--- src/rtl/hci_ecc_err_tracker_pkg.sv ---
// Shared types for the TCDM ECC error tracker: the per-response error flag record
// and helpers that fold it into single/multi error classes.
package hci_ecc_err_tracker_pkg;

    localparam int unsigned HCI_ECC_ERR_W = 4;

    typedef struct packed {
        logic meta_multi;
        logic meta_single;
        logic data_multi;
        logic data_single;
    } hci_ecc_err_t;

    function automatic logic ecc_is_single(input hci_ecc_err_t err);
        return err.data_single | err.meta_single;
    endfunction

    function automatic logic ecc_is_multi(input hci_ecc_err_t err);
        return err.data_multi | err.meta_multi;
    endfunction

endpackage

--- src/rtl/hci_ecc_addr_fifo.sv ---
// Outstanding-request address FIFO: pushes granted request addresses, pops one per
// response handshake, and bypasses the same-cycle push address when popped empty.
module hci_ecc_addr_fifo #(
    parameter int unsigned AW    = 32,
    parameter int unsigned DEPTH = 8
) (
    input  logic          clk_i,
    input  logic          rst_ni,
    input  logic          clear_i,
    input  logic          push_i,
    input  logic [AW-1:0] push_data_i,
    input  logic          pop_i,
    output logic [AW-1:0] pop_data_o,
    output logic          full_o,
    output logic          empty_o
);

    localparam int unsigned IW = $clog2(DEPTH);
    localparam int unsigned PW = IW + 1;

    logic [PW-1:0] wptr;
    logic [PW-1:0] rptr;
    logic [AW-1:0] mem [DEPTH];
    logic          push_acc;
    logic          pop_acc;

    assign empty_o = (wptr == rptr);
    assign full_o  = (wptr[IW] != rptr[IW]) && (wptr[IW-1:0] == rptr[IW-1:0]);

    // A pop frees the slot a full-FIFO push reuses; an empty pop only consumes the bypassed push.
    assign push_acc = push_i & (~full_o | pop_i);
    assign pop_acc  = pop_i & (~empty_o | push_i);

    assign pop_data_o = empty_o ? (push_i ? push_data_i : '0) : mem[rptr[IW-1:0]];

    always_ff @(posedge clk_i) begin
        if (push_acc && !clear_i) begin
            mem[wptr[IW-1:0]] <= push_data_i;
        end
    end

    always_ff @(posedge clk_i or negedge rst_ni) begin
        if (!rst_ni) begin
            wptr <= '0;
            rptr <= '0;
        end else if (clear_i) begin
            wptr <= '0;
            rptr <= '0;
        end else begin
            if (push_acc) wptr <= wptr + PW'(1);
            if (pop_acc)  rptr <= rptr + PW'(1);
        end
    end

endmodule

--- src/rtl/hci_ecc_err_tracker.sv ---
// ECC error tracker beside the TCDM initiator port: correlates flagged responses
// with request addresses, counts errors, captures the first one and flags uncorrectables.
module hci_ecc_err_tracker
    import hci_ecc_err_tracker_pkg::*;
#(
    parameter int unsigned AW              = 32,
    parameter int unsigned CNT_W           = 16,
    parameter int unsigned ADDR_FIFO_DEPTH = 8
) (
    input  logic                     clk_i,
    input  logic                     rst_ni,
    input  logic                     clear_i,
    input  logic                     enable_i,
    input  logic                     tcdm_req_i,
    input  logic                     tcdm_gnt_i,
    input  logic [AW-1:0]            tcdm_add_i,
    input  logic                     tcdm_r_valid_i,
    input  logic                     tcdm_r_ready_i,
    input  logic                     r_data_single_err_i,
    input  logic                     r_data_multi_err_i,
    input  logic                     r_meta_single_err_i,
    input  logic                     r_meta_multi_err_i,
    output logic [CNT_W-1:0]         single_cnt_o,
    output logic [CNT_W-1:0]         multi_cnt_o,
    output logic                     first_err_valid_o,
    output logic [AW-1:0]            first_err_addr_o,
    output logic [HCI_ECC_ERR_W-1:0] first_err_type_o,
    output logic                     irq_o,
    output logic                     overflow_o,
    output logic                     underflow_o
);

    localparam logic [CNT_W-1:0] CNT_MAX = '1;

    function automatic logic [CNT_W-1:0] sat_inc(input logic [CNT_W-1:0] cnt, input logic inc);
        if (inc && (cnt != CNT_MAX)) return cnt + CNT_W'(1);
        return cnt;
    endfunction

    logic          push;
    logic          pop;
    logic          fifo_full;
    logic          fifo_empty;
    logic [AW-1:0] pop_addr_p0;
    hci_ecc_err_t  err_p0;
    logic          vld_p0;
    logic          single_p0;
    logic          multi_p0;

    logic [CNT_W-1:0] single_cnt_p1;
    logic [CNT_W-1:0] multi_cnt_p1;
    logic             first_vld_p1;
    logic [AW-1:0]    first_addr_p1;
    hci_ecc_err_t     first_type_p1;
    logic             irq_p1;
    logic             overflow_p1;
    logic             underflow_p1;

    assign push = tcdm_req_i & tcdm_gnt_i;
    assign pop  = tcdm_r_valid_i & tcdm_r_ready_i;

    assign err_p0 = '{meta_multi:  r_meta_multi_err_i,
                      meta_single: r_meta_single_err_i,
                      data_multi:  r_data_multi_err_i,
                      data_single: r_data_single_err_i};

    // Stage p0: response handshake with its correlated address and error class
    assign vld_p0    = pop & enable_i;
    assign single_p0 = vld_p0 & ecc_is_single(err_p0);
    assign multi_p0  = vld_p0 & ecc_is_multi(err_p0);

    hci_ecc_addr_fifo #(
        .AW    (AW),
        .DEPTH (ADDR_FIFO_DEPTH)
    ) i_addr_fifo (
        .clk_i       (clk_i),
        .rst_ni      (rst_ni),
        .clear_i     (clear_i),
        .push_i      (push),
        .push_data_i (tcdm_add_i),
        .pop_i       (pop),
        .pop_data_o  (pop_addr_p0),
        .full_o      (fifo_full),
        .empty_o     (fifo_empty)
    );

    // Stage p1: counters, first-error record, interrupt and sticky FIFO flags
    always_ff @(posedge clk_i or negedge rst_ni) begin
        if (!rst_ni) begin
            single_cnt_p1 <= '0;
            multi_cnt_p1  <= '0;
            first_vld_p1  <= 1'b0;
            first_addr_p1 <= '0;
            first_type_p1 <= '0;
            irq_p1        <= 1'b0;
            overflow_p1   <= 1'b0;
            underflow_p1  <= 1'b0;
        end else if (clear_i) begin
            single_cnt_p1 <= '0;
            multi_cnt_p1  <= '0;
            first_vld_p1  <= 1'b0;
            first_addr_p1 <= '0;
            first_type_p1 <= '0;
            irq_p1        <= 1'b0;
            overflow_p1   <= 1'b0;
            underflow_p1  <= 1'b0;
        end else begin
            single_cnt_p1 <= sat_inc(single_cnt_p1, single_p0);
            multi_cnt_p1  <= sat_inc(multi_cnt_p1, multi_p0);
            irq_p1        <= multi_p0;
            overflow_p1   <= overflow_p1 | (push & fifo_full & ~pop);
            underflow_p1  <= underflow_p1 | (pop & fifo_empty);
            if (!first_vld_p1 && (single_p0 || multi_p0)) begin
                first_vld_p1  <= 1'b1;
                first_addr_p1 <= pop_addr_p0;
                first_type_p1 <= err_p0;
            end
        end
    end

    assign single_cnt_o      = single_cnt_p1;
    assign multi_cnt_o       = multi_cnt_p1;
    assign first_err_valid_o = first_vld_p1;
    assign first_err_addr_o  = first_addr_p1;
    assign first_err_type_o  = first_type_p1;
    assign irq_o             = irq_p1;
    assign overflow_o        = overflow_p1;
    assign underflow_o       = underflow_p1;

endmodule

--- config.mk ---
export PLATFORM = sky130hd
export DESIGN_NAME = hci_ecc_err_tracker
export DESIGN_NICKNAME = d
export VERILOG_FILES = /design/src/rtl/hci_ecc_err_tracker_pkg.sv /design/src/rtl/hci_ecc_addr_fifo.sv /design/src/rtl/hci_ecc_err_tracker.sv
export SDC_FILE = /design/constraint.sdc
export NUM_CORES = 1
export LEC_CHECK = 0
export ABC_AREA = 1
export CAP_MARGIN = 20
export CORE_MARGIN = 3
export CORE_UTILIZATION = 55
export DETAILED_ROUTE_END_ITERATION = 8
export PLACE_DENSITY = 0.78
export SETUP_SLACK_MARGIN = 0.02
export SLEW_MARGIN = 0
export SYNTH_ARGS = -nofsm -noshare
export SYNTH_HDL_FRONTEND = slang
export SYNTH_SLANG_ARGS = --single-unit
--- constraint.sdc ---
create_clock -name clk_i -period 4.11 [get_ports clk_i]
set_input_delay 0.411 -clock clk_i [delete_from_list [all_inputs] [get_ports clk_i]]
set_output_delay 0.411 -clock clk_i [all_outputs]
set_load 0.05 [all_outputs]
* Word-level counts from Yosys, hierarchy flattened
Memories as Yosys holds them, arrays and structs flattened. Index checks and enable logic that the tools add are counted. W data, S select, Z words.
Storage, ports and cells: flip-flop bits (word level) 80, bits in writable memories 256, input bits 44, output and inout bits 72, logic and storage cells 82, memories kept 1
Memory list:
- i_addr_fifo.mem | words 8, bits a word 32, read ports 1, clocked after memory_dff 0, wr ports 1, line hci_ecc_addr_fifo.sv:23 | logic [AW-1:0] mem [DEPTH];
Operators by class: $add $sub $neg 4, eq/ne operators 5, mux-type cells 27, bitwise operators 19, reductions and logical operators 13
Operator list (number):
- $mux W32 | 4
- $mux W16 | 6
- $add A16 B1 Y16 const B | 2
- $ne A16 B16 Y1 const B | 2
- $mux W4 | 6
- $mux W1 | 11
- $and A1 B1 Y1 | 10
- $reduce_bool A2 Y1 | 5
- $add A4 B1 Y4 const B | 2
- $or A1 B1 Y1 | 6
- $logic_and A1 B1 Y1 | 5
- $eq A4 B4 Y1 | 1
- $eq A3 B3 Y1 | 1
- $not A1 Y1 | 3
- $logic_not A1 Y1 | 2
- $logic_or A1 B1 Y1 | 1
- $ne A1 B1 Y1 | 1

* Depth between registers and ports, before layout
Gate-level depths: netlist (run 1).
depth after elaboration 8, depth in mapped cells 12, mapped depth without buffers 9

* Modules after synthesis
A second synthesis (run 1) with hierarchy kept.
Second synthesis, totals: cells, all modules 1347, area, all modules 14626.5 um^2
By module, submodules not included:
- hci_ecc_addr_fifo | instances 1, cells each 889, area each 11058.1 um^2, sequential area each 7887.6 um^2
- hci_ecc_err_tracker | instances 1, cells each 458, area each 3568.4 um^2, sequential area each 1801.7 um^2

* Least setup slack after synthesis (run 1)
Ideal clock, no wire load.
path kind flip-flop to flip-flop, from reg i_addr_fifo.wptr[1], to mem i_addr_fifo.mem[2][0], enable pin, library setup time 0.421 ns, data arrival time 2.477 ns, data required time 3.689 ns, setup slack 1.212 ns, cell stages (with the launch flop) 9, buffers on the path 1, clock period less this slack 2.898 ns, path through dfrtp_1 > buf_2 > inv_1 > nand2_1 > nand2_1 > nor2_4 > nand3b_2 > nand4_1 > nor2_1
On the way: cells in the longest elaborated chain, start to end 8
Ends and longest elaborated chain:
- from (decl) | line hci_ecc_addr_fifo.sv:21 | logic [PW-1:0] wptr;
- from (signal assigned) | line hci_ecc_addr_fifo.sv:50 | if (push_acc) wptr <= wptr + PW'(1);
- $eq A3 B3 Y1 | line hci_ecc_addr_fifo.sv:28 | assign full_o = (wptr[IW] != rptr[IW]) && (wptr[IW-1:0] == rptr[IW-1:0]);
- $logic_and A1 B1 Y1 | line hci_ecc_addr_fifo.sv:28
- $not A1 Y1 | line hci_ecc_addr_fifo.sv:31 | assign push_acc = push_i & (~full_o | pop_i);
- $or A1 B1 Y1 | line hci_ecc_addr_fifo.sv:31
- $and A1 B1 Y1 | line hci_ecc_addr_fifo.sv:31
- $logic_and A1 B1 Y1 | line hci_ecc_addr_fifo.sv:37 | if (push_acc && !clear_i) begin
- $mux W1 | line hci_ecc_addr_fifo.sv:37
- $mux W1 (implied by the code) | line hci_ecc_addr_fifo.sv:38 | mem[wptr[IW-1:0]] <= push_data_i;
- to (decl) | line hci_ecc_addr_fifo.sv:23
Parallel ways exist; a longest one is shown, timed or not.

* Final worst setup path (run 1)
from reg i_addr_fifo.rptr[0], to reg first_addr_p1[12] (netlist: first_err_addr_o[12])
On the way: cells in the longest elaborated chain, start to end 4
Ends and longest elaborated chain:
- from (decl) | line hci_ecc_addr_fifo.sv:22 | logic [PW-1:0] rptr;
- from (signal assigned) | line hci_ecc_addr_fifo.sv:51 | if (pop_acc) rptr <= rptr + PW'(1);
- $mem_v2 Z8 W32 / $eq A4 B4 Y1 (equally long branches)
- $mux W32 (*) | line hci_ecc_addr_fifo.sv:34 | assign pop_data_o = empty_o ? (push_i ? push_data_i : '0) : mem[rptr[IW-1:0]];
- $mux W32 (*) | line hci_ecc_err_tracker.sv:113 | if (!first_vld_p1 && (single_p0 || multi_p0)) begin
- $mux W32 (*) | line hci_ecc_err_tracker.sv:98 | end else if (clear_i) begin
- to (signal assigned) | line hci_ecc_err_tracker.sv:115 | first_addr_p1 <= pop_addr_p0;
- to (decl) | line hci_ecc_err_tracker.sv:53 | logic [AW-1:0] first_addr_p1;
Mark *: on every way between the ends. The rest lies on a longest branch, timed or not. The select of a mux whose other input is x is not followed. A chain may end at the register's enable or synchronous reset.

==> results of run 1 <==
-- routing by layer --
metal  vias to the layer above  global-route usage [%]
met1                      5596                    32.0
met4                         0                    9.22
li1                       5526                       -
met2                       507                    42.6
met3                        90                    3.85
met5                         -                       0
-- cells in the final DEF, fill, tap and decap left out, drive strengths merged, types with 15 or more instances in the layout --
cell           count
inv              224
clkbuf            53
xor2              15
edfxtp           256
buf               24
nand2            603
dfrtp             80
nand3            235
clkdlybuf4s50    114
nand4             67
nor2              53
-- stage by stage --
stage / hold slack [ns] / total power [mW]
after global routing: 0.494 / 7.60
after global placement: 0.456 / 4.33
final: 0.471 / 7.35
after detailed placement: 0.462 / 4.35
after floorplan: 0.115 / 4.12
after CTS: 0.477 / 7.41
-- timing repair --
action | in CTS | in global routing
endpoints found under the hold margin | 48 | 0
hold buffers | 1 | 0
endpoints found under the setup margin | 0 | 0
resized for setup | 0 | 0
-- cells by family (layout without fill, tap and decap cells) --
kind of cell / after synthesis / in the layout / share of synthesized area (%)
AOI/OAI and AO/OA: 16 / 16 / 0.738
xor gates and xnor gates: 16 / 16 / 0.908
adders and majority gates: 4 / 4 / 0.324
buffers and inverters: 306 / 430 / 8.10
DFF: 336 / 336 / 62.8
and+or+nand+nor: 962 / 962 / 27.2
-- where the power goes --
group | total, mW | switching [mW] | leakage [nW] | internal, mW
logic | 0.557 | 0.397 | 3.99 | 0.160
registers | 3.73 | 0.0317 | 3.41 | 3.69
clock network | 3.07 | 1.28 | 0.539 | 1.79
-- worst paths after layout --
check                                    startpoint              endpoint  slack [ns]  cells after the start
worst max-delay path            i_addr_fifo.rptr[0]  first_err_addr_o[12]        1.06                     10
worst min-delay path            first_err_type_o[1]   first_err_type_o[1]        0.47                      2
worst min register to register  first_err_type_o[1]   first_err_type_o[1]        0.47                      2
worst max register to register  i_addr_fifo.rptr[0]  first_err_addr_o[12]        1.06                     10
min in group asynchronous                    rst_ni  first_err_addr_o[27]        0.49                      2
max in group asynchronous                    rst_ni       multi_cnt_o[14]        2.68                      3
-- worst min-delay path: cells and delay by family (launching register included) --
kind | cells | cell delay, ns
AND/OR/NAND/NOR | 2 | 0.09
flip-flops | 1 | 0.34
-- layout make-up --
type | count | area [µm²]
Inverter | 225 | 846
Multi-Input combinational cell | 998 | 4570
Timing Repair Buffer | 139 | 1340
Sequential cell | 336 | 9690
Fill cell | 2106 | 9220
Clock buffer | 53 | 1020
Tap cell | 372 | 465
Clock inverter | 13 | 101
-- synth_stat cells --
master,n
sky130_fd_sc_hd__a21oi_1,3
sky130_fd_sc_hd__a21oi_2,1
sky130_fd_sc_hd__buf_1,5
sky130_fd_sc_hd__buf_2,45
sky130_fd_sc_hd__buf_4,2
sky130_fd_sc_hd__buf_6,5
sky130_fd_sc_hd__clkbuf_1,24
sky130_fd_sc_hd__dfrtp_1,80
sky130_fd_sc_hd__edfxtp_1,256
sky130_fd_sc_hd__ha_1,4
sky130_fd_sc_hd__inv_1,220
sky130_fd_sc_hd__inv_2,5
sky130_fd_sc_hd__nand2_1,599
sky130_fd_sc_hd__nand2_2,4
sky130_fd_sc_hd__nand3_1,235
sky130_fd_sc_hd__nand3b_1,2
sky130_fd_sc_hd__nand3b_2,1
sky130_fd_sc_hd__nand4_1,67
sky130_fd_sc_hd__nor2_1,40
sky130_fd_sc_hd__nor2_2,4
sky130_fd_sc_hd__nor2_4,7
sky130_fd_sc_hd__nor2_8,2
sky130_fd_sc_hd__nor3_1,1
sky130_fd_sc_hd__o21a_1,1
sky130_fd_sc_hd__o21ai_0,1
sky130_fd_sc_hd__o21ai_2,2
sky130_fd_sc_hd__o21bai_1,8
sky130_fd_sc_hd__xnor2_1,1
sky130_fd_sc_hd__xor2_1,15
-- state kept, by name, summed over array words and instances, names as in the netlist --
name and count:
first_err_valid_o 1, single_cnt_o 16, overflow_o 1, i_addr_fifo.rptr 4
i_addr_fifo.wptr 4, multi_cnt_o 16, irq_o 1, underflow_o 1
i_addr_fifo.mem 256, first_err_addr_o 32, first_err_type_o 4
==> impl_metrics.sql, run 1 <==
INSERT INTO impl_metrics (metric_group, metric, value, unit) VALUES
('global_route', 'maximum_number_of_pins_on_one_net_before_global_route_repair', '68', ''),
('clock_tree', 'tritoncts_buffers', '36', ''),
('synthesis', 'synthesis.nets', '1688', ''),
('critical_path', 'critical-path-max-stage-delay', '0.90', 'ns'),
('timing', 'report.final.hold_viol_count', '0', ''),
('drt', 'routedLengthMet1', '14800', 'µm'),
('drt', 'dr_wl_met2', '18800', 'µm'),
('timing', 'fin_crit_sh', '74.1', '%'),
('global_route', 'first_global_vias', '11500', ''),
('timing', 'final_critical_path_setup_slack', '1.06', 'ns'),
('floorplan', 'floorplan.io_pins', '116', ''),
('drt', 'drt.antenna.violating_nets', '0', ''),
('place', 'finalWeightedCongestion', '0.873', ''),
('place', 'io_buffers', '115', ''),
('global_route', 'overflow', '0', ''),
('synthesis', 'yosysWarningCount', '0', ''),
('floorplan', 'rows', '60', ''),
('timing', 'totalNegativeSetupSlack', '0', 'ns'),
('final_layout', 'nNetsFinal', '1784', ''),
('synthesis', 'post_synth_inst_count', '1640', ''),
('timing', 'final-setup-viol-count', '0', ''),
('synthesis', 'netlist.area_leader.share', '49.8', '%'),
('critical_path', 'worst_path_max_delay_cell', 'sky130_fd_sc_hd__dfrtp_4', ''),
('place', 'placed_cell_area', '16900', 'µm²'),
('timing', 'relSlewSlack', '27.2', '%'),
('place', 'place_hpwl', '22200', 'µm'),
('global_route', 'grt_pass1_wl', '60200', 'µm'),
('clock_tree', 'max-clock-path-buffers', '3', ''),
('critical_path', 'data_arrival_time_at_the_worst_slack_endpoint', '3.45', 'ns'),
('floorplan', 'floorplan.initialDensity', '56.6', '%'),
('global_route', 'grt_antenna_before_repair', '0', ''),
('critical_path', 'timing.critical_path.to_type', 'flip-flop', ''),
('place', 'dp_worst_slack', '0.930', 'ns'),
('drt', 'avgRoutedWirePerCell', '17.6', 'µm'),
('drt', 'highest_layer', 'met4', ''),
('timing', 'slew_violations', '0', ''),
('critical_path', 'crit_path_frequent_cell', 'sky130_fd_sc_hd__nand2_1', ''),
('power', 'p_leak', '7.94', 'nW'),
('timing', 'least_margin_pin_slew', '1.09', 'ns'),
('timing', 'post-route-min-period', '3.05', 'ns'),
('final_layout', 'area_growth', '16.8', '%'),
('critical_path', 'critical_path_class', 'reg -> reg', ''),
('clock_tree', 'h-tree-depth', '2', ''),
('flow_run', 'number_of_maximum_capacitance_violations', '0', ''),
('final_layout', 'instances_no_fill', '2136', ''),
('synthesis', 'ys_ff_latch', '336', ''),
('timing', 'final.setup_skew', '0.0305', 'ns'),
('power', 'power_density', '408', 'nW/µm²'),
('critical_path', 'crit_chain', 'clkinv_2 > nand2_1 > nand2_1 > nor2_4 > buf_4 > nand2_2 > nand3_1 > nand2_1 > nand2_1 > nand2_1', ''),
('critical_path', 'worst-path-max-fanout', '67', ''),
('final_layout', 'layout-drive-gt1-share', '6.12', '%'),
('drt', 'detailedRoute.firstIterationViolations', '1005', ''),
('drt', 'met3WireLength', '2720', 'µm'),
('clock_tree', 'cts_tree', 'done', ''),
('critical_path', 'worst-endpoint-required', '4.51', 'ns'),
('floorplan', 'fp.dieArea', '30100', 'µm²'),
('synthesis', 'ys_seq_area_share', '62.8', '%'),
('critical_path', 'count_of_buffer_and_inverter_cells_on_the_critical_path', '2', ''),
('drt', 'vias', '11700', ''),
('synthesis', 'synth.area.top_cells', 'sky130_fd_sc_hd__edfxtp_1, sky130_fd_sc_hd__nand2_1, sky130_fd_sc_hd__dfrtp_1', ''),
('global_route', 'all_layer_global_routing_usage', '24.8', '%'),
('final_layout', 'stdcell_area', '18000', 'µm²'),
('run_status', 'outcome', 'finished clean', ''),
('synthesis', 'netlist_area', '15400', 'µm²'),
('place', 'dpl.cell_count', '2069', ''),
('synthesis', 'netlist-cell-type-count', '29', ''),
('drt', 'post_drt_via_cell_ratio', '5.49', ''),
('critical_path', 'critPathTopFamily', 'simple AND/OR/NAND/NOR gates', ''),
('floorplan', 'dieWidth', '174', 'µm'),
('drt', 'drt_wl_total', '37600', 'µm'),
('floorplan', 'die_height', '174', 'µm');
No activity file was read; power rests on OpenSTA's default activity.
==> inputs of run 2 (changes only) <==
--- a/config.mk
+++ b/config.mk
@@ -8,7 +8,7 @@
 export ABC_AREA = 1
 export CAP_MARGIN = 20
 export CORE_MARGIN = 3
-export CORE_UTILIZATION = 55
+export CORE_UTILIZATION = 53
 export DETAILED_ROUTE_END_ITERATION = 8
 export PLACE_DENSITY = 0.78
 export SETUP_SLACK_MARGIN = 0.02
==> constraint.sdc (replaced) <==
create_clock -name clk_i -period 2.65 [get_ports clk_i]
set_input_delay 0.265 -clock clk_i [delete_from_list [all_inputs] [get_ports clk_i]]
set_output_delay 0.265 -clock clk_i [all_outputs]
set_load 0.05 [all_outputs]
==> run 2 against run 1 <==
Compared with the run above: sequential cell count unchanged; worst setup slack worse by 0.64 ns; global-route usage down 1.4 points; register-to-register slack worse by 0.64 ns; final area up 1.3%; wire length down 3.0%; utilization down 1.5 points; critical path type unchanged; largest power group unchanged.
==> impl_metrics.sql, run 2 (synthesized netlist as in run 1, its figures left out) <==
INSERT INTO impl_metrics (metric_group, metric, value, unit) VALUES
('global_route', 'grt_antenna_before_repair', '0', ''),
('global_route', 'all_layer_global_routing_usage', '23.4', '%'),
('place', 'finalWeightedCongestion', '0.850', ''),
('critical_path', 'count_of_buffer_and_inverter_cells_on_the_critical_path', '2', ''),
('floorplan', 'fp.dieArea', '31200', 'µm²'),
('timing', 'fin_crit_sh', '83.9', '%'),
('global_route', 'grt_pass1_wl', '58400', 'µm'),
('place', 'io_buffers', '115', ''),
('critical_path', 'critical_path_class', 'reg -> reg', ''),
('timing', 'maxClockFrequency', '0.450', 'GHz'),
('clock_tree', 'clockRootBuffer', 'sky130_fd_sc_hd__clkbuf_16', ''),
('timing', 'final-setup-viol-count', '0', ''),
('power', 'total_power', '11.3', 'mW'),
('final_layout', 'layout-drive-gt1-share', '7.20', '%'),
('drt', 'drt_wl_total', '36400', 'µm'),
('critical_path', 'worst-endpoint-required', '2.84', 'ns'),
('power', 'power_density', '620', 'nW/µm²'),
('drt', 'post_drt_via_cell_ratio', '5.41', ''),
('timing', 'final_critical_path_setup_slack', '0.427', 'ns'),
('critical_path', 'crit_path_start_kind', 'flip-flop', ''),
('timing', 'report.final.hold_viol_count', '0', ''),
('min_path', 'worstHoldPathType', 'in -> async', ''),
('critical_path', 'timing.critical_path.to_type', 'flip-flop', ''),
('place', 'dp_worst_slack', '0.176', 'ns'),
('drt', 'drt.antenna.violating_nets', '0', ''),
('timing', 'finalHoldWorstSlack', '0.312', 'ns'),
('place', 'placed_cell_area', '17100', 'µm²'),
('drt', 'vias', '11700', ''),
('floorplan', 'die_height', '177', 'µm'),
('clock_tree', 'numClockSinks', '336', ''),
('floorplan', 'fp.coreArea', '28200', 'µm²'),
('floorplan', 'rows', '61', ''),
('critical_path', 'worst-path-max-fanout', '18', ''),
('run_status', 'outcome', 'finished clean', ''),
('place', 'place_hpwl', '22000', 'µm'),
('final_layout', 'stdcell_area', '18300', 'µm²'),
('critical_path', 'critical-path-max-stage-delay', '0.47', 'ns'),
('clock_tree', 'cts_tree', 'done', ''),
('critical_path', 'worst_path_max_delay_cell', 'sky130_fd_sc_hd__dfrtp_1', ''),
('critical_path', 'crit_chain', 'inv_1 > nand2_1 > nand2_1 > nand3b_2 > nand4_1 > nor2_4 > buf_4', ''),
('drt', 'drt_pre_antenna_iters', '5', ''),
('floorplan', 'floorplan.initialDensity', '54.7', '%'),
('drt', 'post-route-drc-count', '0', ''),
('timing', 'unrepaired_setup_endpoints_after_global_routing', 'no', ''),
('clock_tree', 'skew_pair_late_insertion_delay', '0.53', 'ns'),
('drt', 'avgRoutedWirePerCell', '16.9', 'µm'),
('final_layout', 'area_growth', '18.3', '%'),
('final_layout', 'nNetsFinal', '1798', ''),
('timing', 'slew_violations', '0', ''),
('clock_tree', 'cts.repair.resized', '0', ''),
('final_layout', 'fill_cell_count', '2168', ''),
('timing', 'post-route-min-period', '2.22', 'ns'),
('final_layout', 'largest_reg_flops', '256', ''),
('clock_tree', 'h-tree-depth', '2', ''),
('drt', 'detailedRoute.firstIterationViolations', '1045', ''),
('flow_run', 'number_of_maximum_capacitance_violations', '0', ''),
('clock_tree', 'tritoncts_buffers', '36', ''),
('critical_path', 'critPathTopFamily', 'simple AND/OR/NAND/NOR gates', ''),
('floorplan', 'floorplan.io_pins', '116', ''),
('timing', 'least_margin_pin_slew', '1.06', 'ns'),
('final_layout', 'layout_commonest_cell', 'sky130_fd_sc_hd__nand2_1', ''),
('clock_tree', 'cts.reportedPaths.clkPinSlew', '0.06', 'ns'),
('floorplan', 'dieWidth', '177', 'µm'),
('critical_path', 'data_arrival_time_at_the_worst_slack_endpoint', '2.41', 'ns'),
('power', 'p_leak', '8.06', 'nW'),
('timing', 'final.setup_skew', '0.0210', 'ns'),
('critical_path', 'crit_path_frequent_cell', 'sky130_fd_sc_hd__nand2_1', ''),
('power', 'irDropWorstVdd', '550', 'µV'),
('final_layout', 'layout.cells.most_common_list', 'sky130_fd_sc_hd__nand2_1, sky130_fd_sc_hd__edfxtp_1, sky130_fd_sc_hd__nand3_1', ''),
('timing', 'relSlewSlack', '29.4', '%'),
('final_layout', 'antenna_cells_inserted', '0', ''),
('clock_tree', 'max-clock-path-buffers', '3', ''),
('global_route', 'maximum_number_of_pins_on_one_net_before_global_route_repair', '130', ''),
('global_route', 'overflow', '0', ''),
('final_layout', 'final_core_util', '64.7', '%'),
('global_route', 'first_global_vias', '11600', '');
==> run 2: final timing paths <==
path	slack, ns	cells past startpoint	to	from
setup / recovery	0.43	7	i_addr_fifo.mem[4][31]	i_addr_fifo.wptr[2]
hold / removal	0.31	2	first_err_type_o[3]	rst_ni
setup reg to reg	0.43	7	i_addr_fifo.mem[4][31]	i_addr_fifo.wptr[2]
hold reg to reg	0.48	2	first_err_addr_o[19]	first_err_addr_o[19]
max in group asynchronous	1.66	3	first_err_addr_o[20]	rst_ni
min in group clk_i	0.34	3	first_err_type_o[0]	r_data_single_err_i
==> run 2: area by class of cell <==
| cell class | count | area [µm²] | share of cell area (%) |
|---|---|---|---|
| flip-flops and latches | 336 | 9690 | 53.1 |
| multi-input cells | 998 | 4570 | 25.0 |
| clock buffers | 45 | 975 | 5.34 |
| inverters | 225 | 846 | 4.63 |
| well taps | 378 | 473 | 2.59 |
| clock inverters | 21 | 135 | 0.740 |
| repair buffers | 153 | 1570 | 8.62 |
==> run 2: stage by stage <==
stage / instances / setup TNS, ns
final: 2156 / 0
after detailed placement: 2089 / 0
after CTS: 2156 / 0
after floorplan: 1640 / -62.99
after global placement: 2089 / 0
after global routing: 2156 / 0
==> run 2: power by group <==
group	internal [mW]	leakage [nW]	switching, mW
Combinational	0.273	4.10	0.633
Clock	2.64	0.548	2.03
Sequential	5.73	3.41	0.0261
==> run 2: timing repair <==
item                      4_1_cts  5_1_grt
buffers inserted                0        0
hold endpoints to repair       42        0
hold buffers                    1        0
==> run 2: metal layers <==
metal	GRT usage [%]	up-vias	part of all wire, %
met5	0	-	0
met4	9.98	0	3.2
met3	4.42	97	7.6
met2	39.2	490	49
met1	30.0	5525	40
li1	-	5556	-
